`config.mk`:
```
export PLATFORM = sky130hd
export DESIGN_NAME = b11_stim_tx
export DESIGN_NICKNAME = d
export VERILOG_FILES = /design/src/rtl/b11_stim_tx.sv
export SDC_FILE = /design/constraint.sdc
export NUM_CORES = 1
export LEC_CHECK = 0
export ABC_AREA = 1
export BUFFER_PORTS_ARGS = -buffer_cell sky130_fd_sc_hd__buf_2
export CORE_UTILIZATION = 62
export CTS_CLUSTER_DIAMETER = 50
export DETAILED_ROUTE_END_ITERATION = 10
export GPL_TIMING_DRIVEN = 1
export PLACE_DENSITY_LB_ADDON = 0.2
export REMOVE_ABC_BUFFERS = 1
export SKIP_LAST_GASP = 1
export SYNTH_ARGS = -nofsm -noshare
export SYNTH_HDL_FRONTEND = slang
export SYNTH_SLANG_ARGS = --single-unit
```
`constraint.sdc`:
```
create_clock -name clock -period 2.32 [get_ports clock]
set_input_delay 0.116 -clock clock [delete_from_list [all_inputs] [get_ports clock]]
set_output_delay 0.116 -clock clock [all_outputs]
set_load 0.02 [all_outputs]
```
`src/rtl/b11_stim_tx.sv`:
```
// Transmit end of the b11 strobe interface: buffers host words, commits each one with a one-cycle stbi low, then guards.
// Latency: word pushed at edge k is committed (stbi low) in the cycle after edge k+1 when the FSM is idle; period GAP+2.
// Backpressure: in_ready = !full (and low during reset); a held word waits for the next pop.
//
// Ports:
//   clock, reset (async, active-low)
//   in_data/in_valid/in_ready : host valid/ready word port
//   x_in/stbi                 : word and commit strobe to the b11 core
//   resp_expect               : pulses with the strobe when the committed word updates x_out
//   busy                      : FIFO non-empty or a strobe/guard in progress
//   sent_count                : words committed since reset, wraps

module b11_fifo #(
  parameter int W     = 6,
  parameter int DEPTH = 4
) (
  input  logic         clock,
  input  logic         reset,
  input  logic         push_vld,
  input  logic [W-1:0] push_dat,
  input  logic         pop,
  output logic [W-1:0] head_dat,
  output logic         full,
  output logic         empty
);
  localparam int AW = $clog2(DEPTH);

  logic [W-1:0] mem [DEPTH];
  // One extra pointer bit separates full from empty.
  logic [AW:0]  wr_ptr;
  logic [AW:0]  rd_ptr;
  logic         do_push;
  logic         do_pop;

  assign full     = (wr_ptr[AW] != rd_ptr[AW]) && (wr_ptr[AW-1:0] == rd_ptr[AW-1:0]);
  assign empty    = (wr_ptr == rd_ptr);
  assign do_push  = push_vld & ~full;
  assign do_pop   = pop & ~empty;
  // Head is read from storage, so a word written at an edge is only visible after it.
  assign head_dat = mem[rd_ptr[AW-1:0]];

  always_ff @(posedge clock or negedge reset) begin
    if (!reset) begin
      wr_ptr <= '0;
      rd_ptr <= '0;
    end else begin
      if (do_push) wr_ptr <= wr_ptr + (AW+1)'(1);
      if (do_pop)  rd_ptr <= rd_ptr + (AW+1)'(1);
    end
  end

  always_ff @(posedge clock) begin
    if (do_push) mem[wr_ptr[AW-1:0]] <= push_dat;
  end
endmodule

module b11_stim_tx #(
  parameter int DEPTH = 4,
  parameter int GAP   = 12,
  parameter int INIT  = 2
) (
  input  logic       clock,
  input  logic       reset,
  input  logic [5:0] in_data,
  input  logic       in_valid,
  output logic       in_ready,
  output logic [5:0] x_in,
  output logic       stbi,
  output logic       resp_expect,
  output logic       busy,
  output logic [7:0] sent_count
);
  localparam int CMAX = (GAP > INIT) ? GAP : INIT;
  localparam int CW   = (CMAX > 1) ? $clog2(CMAX) : 1;

  typedef enum logic [1:0] {S_INIT, S_IDLE, S_STROBE, S_GUARD} state_t;

  state_t        state, state_nxt;
  logic [CW-1:0] cnt, cnt_nxt;
  logic [5:0]    x_nxt;
  logic          stbi_nxt;
  logic          resp_nxt;
  logic [7:0]    sent_nxt;
  logic          pop;
  logic [5:0]    head_dat;
  logic          full;
  logic          empty;
  logic          head_resp;

  b11_fifo #(.W(6), .DEPTH(DEPTH)) u_fifo (
    .clock    (clock),
    .reset    (reset),
    .push_vld (in_valid),
    .push_dat (in_data),
    .pop      (pop),
    .head_dat (head_dat),
    .full     (full),
    .empty    (empty)
  );

  // Held low while reset is asserted so the host cannot push into a FIFO being cleared.
  assign in_ready  = reset & ~full;
  assign busy      = ((state != S_IDLE) && (state != S_INIT)) | ~empty;
  // Words 27..62 are dropped by the core without touching x_out.
  assign head_resp = (head_dat == 6'd0) | (head_dat == 6'd63) | (head_dat <= 6'd26);

  always_comb begin
    state_nxt = state;
    cnt_nxt   = cnt;
    x_nxt     = x_in;
    stbi_nxt  = 1'b1;
    resp_nxt  = 1'b0;
    sent_nxt  = sent_count;
    pop       = 1'b0;
    case (state)
      S_INIT: begin
        if (cnt == '0) state_nxt = S_IDLE;
        else           cnt_nxt   = cnt - CW'(1);
      end
      S_IDLE: begin
        if (!empty) begin
          pop       = 1'b1;
          x_nxt     = head_dat;
          stbi_nxt  = 1'b0;
          resp_nxt  = head_resp;
          sent_nxt  = sent_count + 8'd1;
          state_nxt = S_STROBE;
        end
      end
      S_STROBE: begin
        cnt_nxt   = CW'(GAP - 1);
        state_nxt = S_GUARD;
      end
      S_GUARD: begin
        if (cnt == '0) state_nxt = S_IDLE;
        else           cnt_nxt   = cnt - CW'(1);
      end
      default: state_nxt = S_INIT;
    endcase
  end

  always_ff @(posedge clock or negedge reset) begin
    if (!reset) begin
      state       <= S_INIT;
      cnt         <= CW'(INIT - 1);
      x_in        <= '0;
      stbi        <= 1'b1;
      resp_expect <= 1'b0;
      sent_count  <= '0;
    end else begin
      state       <= state_nxt;
      cnt         <= cnt_nxt;
      x_in        <= x_nxt;
      stbi        <= stbi_nxt;
      resp_expect <= resp_nxt;
      sent_count  <= sent_nxt;
    end
  end
endmodule
```
# Word-level counts from Yosys, hierarchy flattened
# Memories as Yosys holds them, arrays and structs flattened.
# Index checks and enable logic that the tools add are counted.
op_classes:
  order_cmp: 1
  bitwise_logic: 8
  reduce_logical: 11
  n_eq_ne: 11
  addsub: 4
  mux: 13
op_table:
  columns: ["cell", "n"]
  rows:
  - ["$add A8 B1 Y8 const B", 1]
  - ["$mux W1", 8]
  - ["$pmux W4 S2", 1]
  - ["$add A3 B1 Y3 const B", 2]
  - ["$eq A6 B6 Y1 const B", 1]
  - ["$le A6 B5 Y1 const B", 1]
  - ["$logic_not A6 Y1", 1]
  - ["$pmux W2 S3", 1]
  - ["$reduce_and A2 Y1", 3]
  - ["$eq A2 B2 Y1 const B", 2]
  - ["$logic_not A4 Y1", 1]
  - ["$mux W2", 2]
  - ["$mux W4", 1]
  - ["$ne A2 B1 Y1 const B", 2]
  - ["$ne A2 B2 Y1 const B", 2]
  - ["$reduce_bool A2 Y1", 2]
  - ["$sub A4 B1 Y4 const B", 1]
  - ["$and A1 B1 Y1", 3]
  - ["$eq A3 B3 Y1", 1]
  - ["$or A1 B1 Y1", 3]
  - ["$eq A2 B1 Y1 const B", 1]
  - ["$eq A2 B2 Y1", 1]
  - ["$logic_and A1 B1 Y1", 2]
  - ["$logic_not A2 Y1", 1]
  - ["other kinds (3)", 4]
totals:
  mem_count: 1
  ramBits: 24
  out_inout_bits: 18
  register_bits: 28
mem_list:
  columns: ["memory", "words", "width", "rd", "rd_ports_with_merged_regs", "wr", "line", "source"]
  rows:
  - ["u_fifo.mem", 4, 6, 1, 0, 1, "28", "logic [W-1:0] mem [DEPTH];"]

# Logic depth before layout (Yosys ltp)
logic_depth:
  ltp_word: 6
  ltp_mapped: 10
  depth_no_buf: 10

# Hierarchy
# From an unflattened synthesis, not the netlist that was laid out.
unflattened:
  hier_cells: 255
  hier_area_um2: 2473.6
by_module_without_submodules:
  columns: ["mod", "instances", "area_per_inst_um2", "cells_each", "seq_area_each_um2"]
  rows:
  - ["b11_fifo", 1, 1355.0, 119, 870.8]
  - ["b11_stim_tx", 1, 1118.6, 136, 553.0]

# Worst setup path before layout
# Ideal clock, no wire load.
synth_path:
  path_type: "register -> register"
  start: "reg u_fifo.rd_ptr[1]"
  end: "mem u_fifo.mem[0][0], enable pin"
  setup_ps: 350
  required_ps: 1970
  t_arrival_ps: 1169
  slack_ps: 801
  n_path_buf: 1
  synth_period_minus_slack_ps: 1519
  path_stages_with_launch: 6
  cell_sequence: "dfrtp_1 -> buf_6 -> xnor2_2 -> nand3_1 -> nand2_4 -> nor2_1"
synth_between:
  elab_chain_len: 6
synth_lines:
  columns: ["element", "line", "source"]
  rows:
  - ["start: declaration", "31", "logic [AW:0] rd_ptr;"]
  - ["start signal: assignment", "48", "if (do_pop) rd_ptr <= rd_ptr + (AW+1)'(1);"]
  - ["$eq A2 B2 Y1", "35", "assign full = (wr_ptr[AW] != rd_ptr[AW]) && (wr_ptr[AW-1:0] == rd_ptr[AW-1:0]);"]
  - ["$logic_and A1 B1 Y1", "35", null]
  - ["$not A1 Y1", "37", "assign do_push = push_vld & ~full;"]
  - ["$and A1 B1 Y1", "37", null]
  - ["$mux W1", "53", "if (do_push) mem[wr_ptr[AW-1:0]] <= push_dat;"]
  - ["$mux W1 (implied by the code)", "53", null]
  - ["end: declaration", "28", null]
# Every way passes these cells.

# Final worst setup path
layout_path:
  start: "reg u_fifo.rd_ptr[0]"
  end: "mem u_fifo.mem[2][0], enable pin"
# Same word-level chain as after synthesis.

==> out/metrics.yaml <==
min_path:
  hold_path_class: "in2reg"
  holdPathStages: 1
  hold_end: "u_fifo.mem[1][5]$_DFFE_PP_"
  hp-start: "in_data[5]"
logic_synthesis:
  synth_edf_count: 24
  yosys-top-cells-area: "edfxtp_1 30%, dfrtp_1 27%, nand2_1 11%"
  ys_seq_area_frac: 0.585
  avgSynthCellArea_um2: 10.3
  async_flop_share: 0.538
  synth_cells: 236
  yosysMostFrequentCell: "nand2_1"
  ys_warn_count: 0
  syn_area_um2: 2430
  synth_top_area_share: 0.296
  yosysTopAreaCell: "edfxtp_1"
  ys_types: 22
  synthFlopType: "dfrtp_1"
  ys_ff_latch: 52
  synth_commonest_cells: "73 x nand2_1, 26 x dfrtp_1, 25 x inv_1, 24 x edfxtp_1, 16 x nand3_1"
floorplan:
  coreArea_um2: 3720
  pin_count: 27
  row_count: 22
  dieArea_um2: 4180
  initial_core_util: 0.655
  die_w_um: 64.6
  die_y_um: 64.6
setup_path:
  r2r_setup_slack_ns: 0.40
  reg2reg_depth: 4
  cp-start-kind: "flip-flop"
  cp.arrival_ns: 1.87
  r2r-start: "u_fifo.rd_ptr[0]$_DFFE_PN0P_"
  crit_fanout: 15
  crit_required_ns: 2.28
  critPathKind: "reg2reg"
  r2r-end: "u_fifo.mem[2][0]$_DFFE_PP_"
  endpoint_kind: "flip-flop"
timing:
  slew_headroom: 0.659
  min_period_ns: 1.92
  slew_viol_final: 0
  tightest_slew_ns: 0.509
  fmax_ghz: 0.521
  rsz0062_at_grt: "no"
  setup_viol: 0
  post-route-period-util: 0.827
  clock_skew_ns: 0.00762
  fin_tns_setup_ns: 0
  hold_viol_final: 0
clock_network:
  clkSlewWorstSetupHoldPaths_ns: 0.10
  clkLatencyLatePin_ns: 0.31
  root_buffer: "clkbuf_8"
  cts_buffers: 5
  cts_sinks: 52
  cts_setup_buffers: 0
  cts_buffer_depth: 2
  htreeDepth: 2
  cts_tree: "yes"
final_layout:
  drive_gt1_frac: 0.180
  final_area_um2: 2680
  fillers: 275
  antennaDiodeCount: 0
  area_growth_pct: 10.2
  nNetsFinal: 287
power:
  combPwrFrac: 0.432
  p_clk_frac: 0.148
  power_switching_share: 0.435
  seq_power_share: 0.420
  powerDensity_nw_per_um2: 1380
  p_sw_w: 0.00160
  p_leak_nw: 1.29
  cellInternalPower_w: 0.00209
  ir_drop_mv: 0.647
detailed_routing:
  viasPerCell: 5.10
  routed_wl_um: 3960
  ant_nets: 0
  num_vias: 1607
  wl_met3_um: 168
  first_iter_violations: 76
  first_pass_iters: 4
  wl_met2_um: 1800
  top_layer_used: "met4"
  wl_per_cell_um: 12.6
  drc: 0
  drt-met1-wl_um: 1960
global_routing:
  overflow: 0
  grt_use_total: 0.216
  grt_pass1_wl_um: 6620
  grt_pass1_vias: 1459
  grt_max_degree: 29
  antenna_found_initial: 0
place:
  place.detailed.hpwl_um: 2900
  port-buffer-count: 26
  placed_area_um2: 2570
  place_congestion: 0.800
run_status:
  outcome: "complete, no violations"
run:
  drv_cap: 0
-- how the worst max path moves through the flow --
| stage | slack [ns] | depth (start not counted) | to | start |
|---|---|---|---|---|
| 2_1_floorplan | 0.72 | 4 | u_fifo.mem[0][0]$_DFFE_PP_ | u_fifo.rd_ptr[0]$_DFFE_PN0P_ |
| 3_3_place_gp | 0.53 | 4 | u_fifo.mem[2][0]$_DFFE_PP_ | u_fifo.rd_ptr[0]$_DFFE_PN0P_ |
| 3_5_place_dp | 0.40 | 4 | u_fifo.mem[2][0]$_DFFE_PP_ | u_fifo.rd_ptr[0]$_DFFE_PN0P_ |
| 4_1_cts | 0.38 | 4 | u_fifo.mem[2][0]$_DFFE_PP_ | u_fifo.rd_ptr[0]$_DFFE_PN0P_ |
| 5_1_grt | 0.26 | 4 | u_fifo.mem[2][0]$_DFFE_PP_ | u_fifo.rd_ptr[0]$_DFFE_PN0P_ |
| 6_report | 0.40 | 4 | u_fifo.mem[2][0]$_DFFE_PP_ | u_fifo.rd_ptr[0]$_DFFE_PN0P_ |
-- layer usage --
layer  global-route usage  vias to the layer above
met1                0.314                      753
met5                    0                        -
met3               0.0423                        4
met2                0.317                       34
li1                     -                      816
met4               0.0889                        0
-- registers in the layout (all words and copies together) (netlist names) --
signal / count
resp_expect: 1
x_in: 6
u_fifo.rd_ptr: 3
state: 2
sent_count: 8
u_fifo.wr_ptr: 3
cnt: 4
u_fifo.mem: 24
stbi: 1
-- layout by cell type (no fill, tap or decap), drive strengths merged --
cell / n
clkbuf: 5
o21ai: 15
buf: 27
a21oi: 4
nand2: 76
dlygate4sd3: 1
dfstp: 2
dfrtp: 26
edfxtp: 24
nor2: 12
nand3b: 1
ha: 12
inv: 30
nor3: 1
xnor2: 5
xor2: 8
nand3: 18
-- metrics by stage --
step	cells	hold WS (ns)	util	total power (W)	worst slack, ns
3_5_place_dp	306	0.199	0.693	0.00317	0.401
3_3_place_gp	306	0.195	0.693	0.00311	0.531
5_1_grt	315	0.0183	0.722	0.00402	0.259
6_report	315	0.0260	0.722	0.00369	0.401
2_1_floorplan	231	-0.180	-	0.00275	0.717
4_1_cts	315	0.0207	0.722	0.00373	0.381
-- what timing repair did --
item                                   in CTS  in global routing
gates resized for setup                     0                  0
endpoints found under the hold margin      26                  0
hold buffers                                1                  0
-- worst max-delay path, cell delays in order (launching register included) --
cell	delay [ns]
dfrtp_1	0.66
xnor2_1	0.18
nand3_1	0.20
nand2_4	0.11
nor2_1	0.41
-- cell type report --
| cell class | count | area, um2 | area share |
|---|---|---|---|
| Sequential cell | 52 | 1420 | 0.531 |
| Multi-Input combinational cell | 152 | 851 | 0.317 |
| Timing Repair Buffer | 28 | 148 | 0.0551 |
| Inverter | 27 | 101 | 0.0378 |
| Clock buffer | 5 | 68.8 | 0.0257 |
| Tap cell | 48 | 60.1 | 0.0224 |
| Clock inverter | 3 | 28.8 | 0.0107 |
-- cell families (layout without fill, tap and decap cells) --
| logic type | after synthesis | count (layout) | synth area share |
|---|---|---|---|
| flip-flops | 52 | 52 | 0.585 |
| AO/OA/AOI/OAI | 19 | 19 | 0.0406 |
| buffers and inverters | 32 | 63 | 0.0648 |
| XOR/XNOR | 13 | 13 | 0.0499 |
| AND/OR/NAND/NOR | 108 | 108 | 0.198 |
| adder cells (fa/ha/maj) | 12 | 12 | 0.0617 |
-- power groups by stage --
stage               sequential (W)  combinational (W)  clock, W
floorplan                  0.00165            0.00110         0
global placement           0.00156            0.00155         0
detailed placement         0.00157            0.00160         0
CTS                        0.00155            0.00161  0.000561
global route               0.00159            0.00184  0.000597
finish                     0.00155            0.00159  0.000546
No activity file was read; power rests on OpenSTA's default activity.
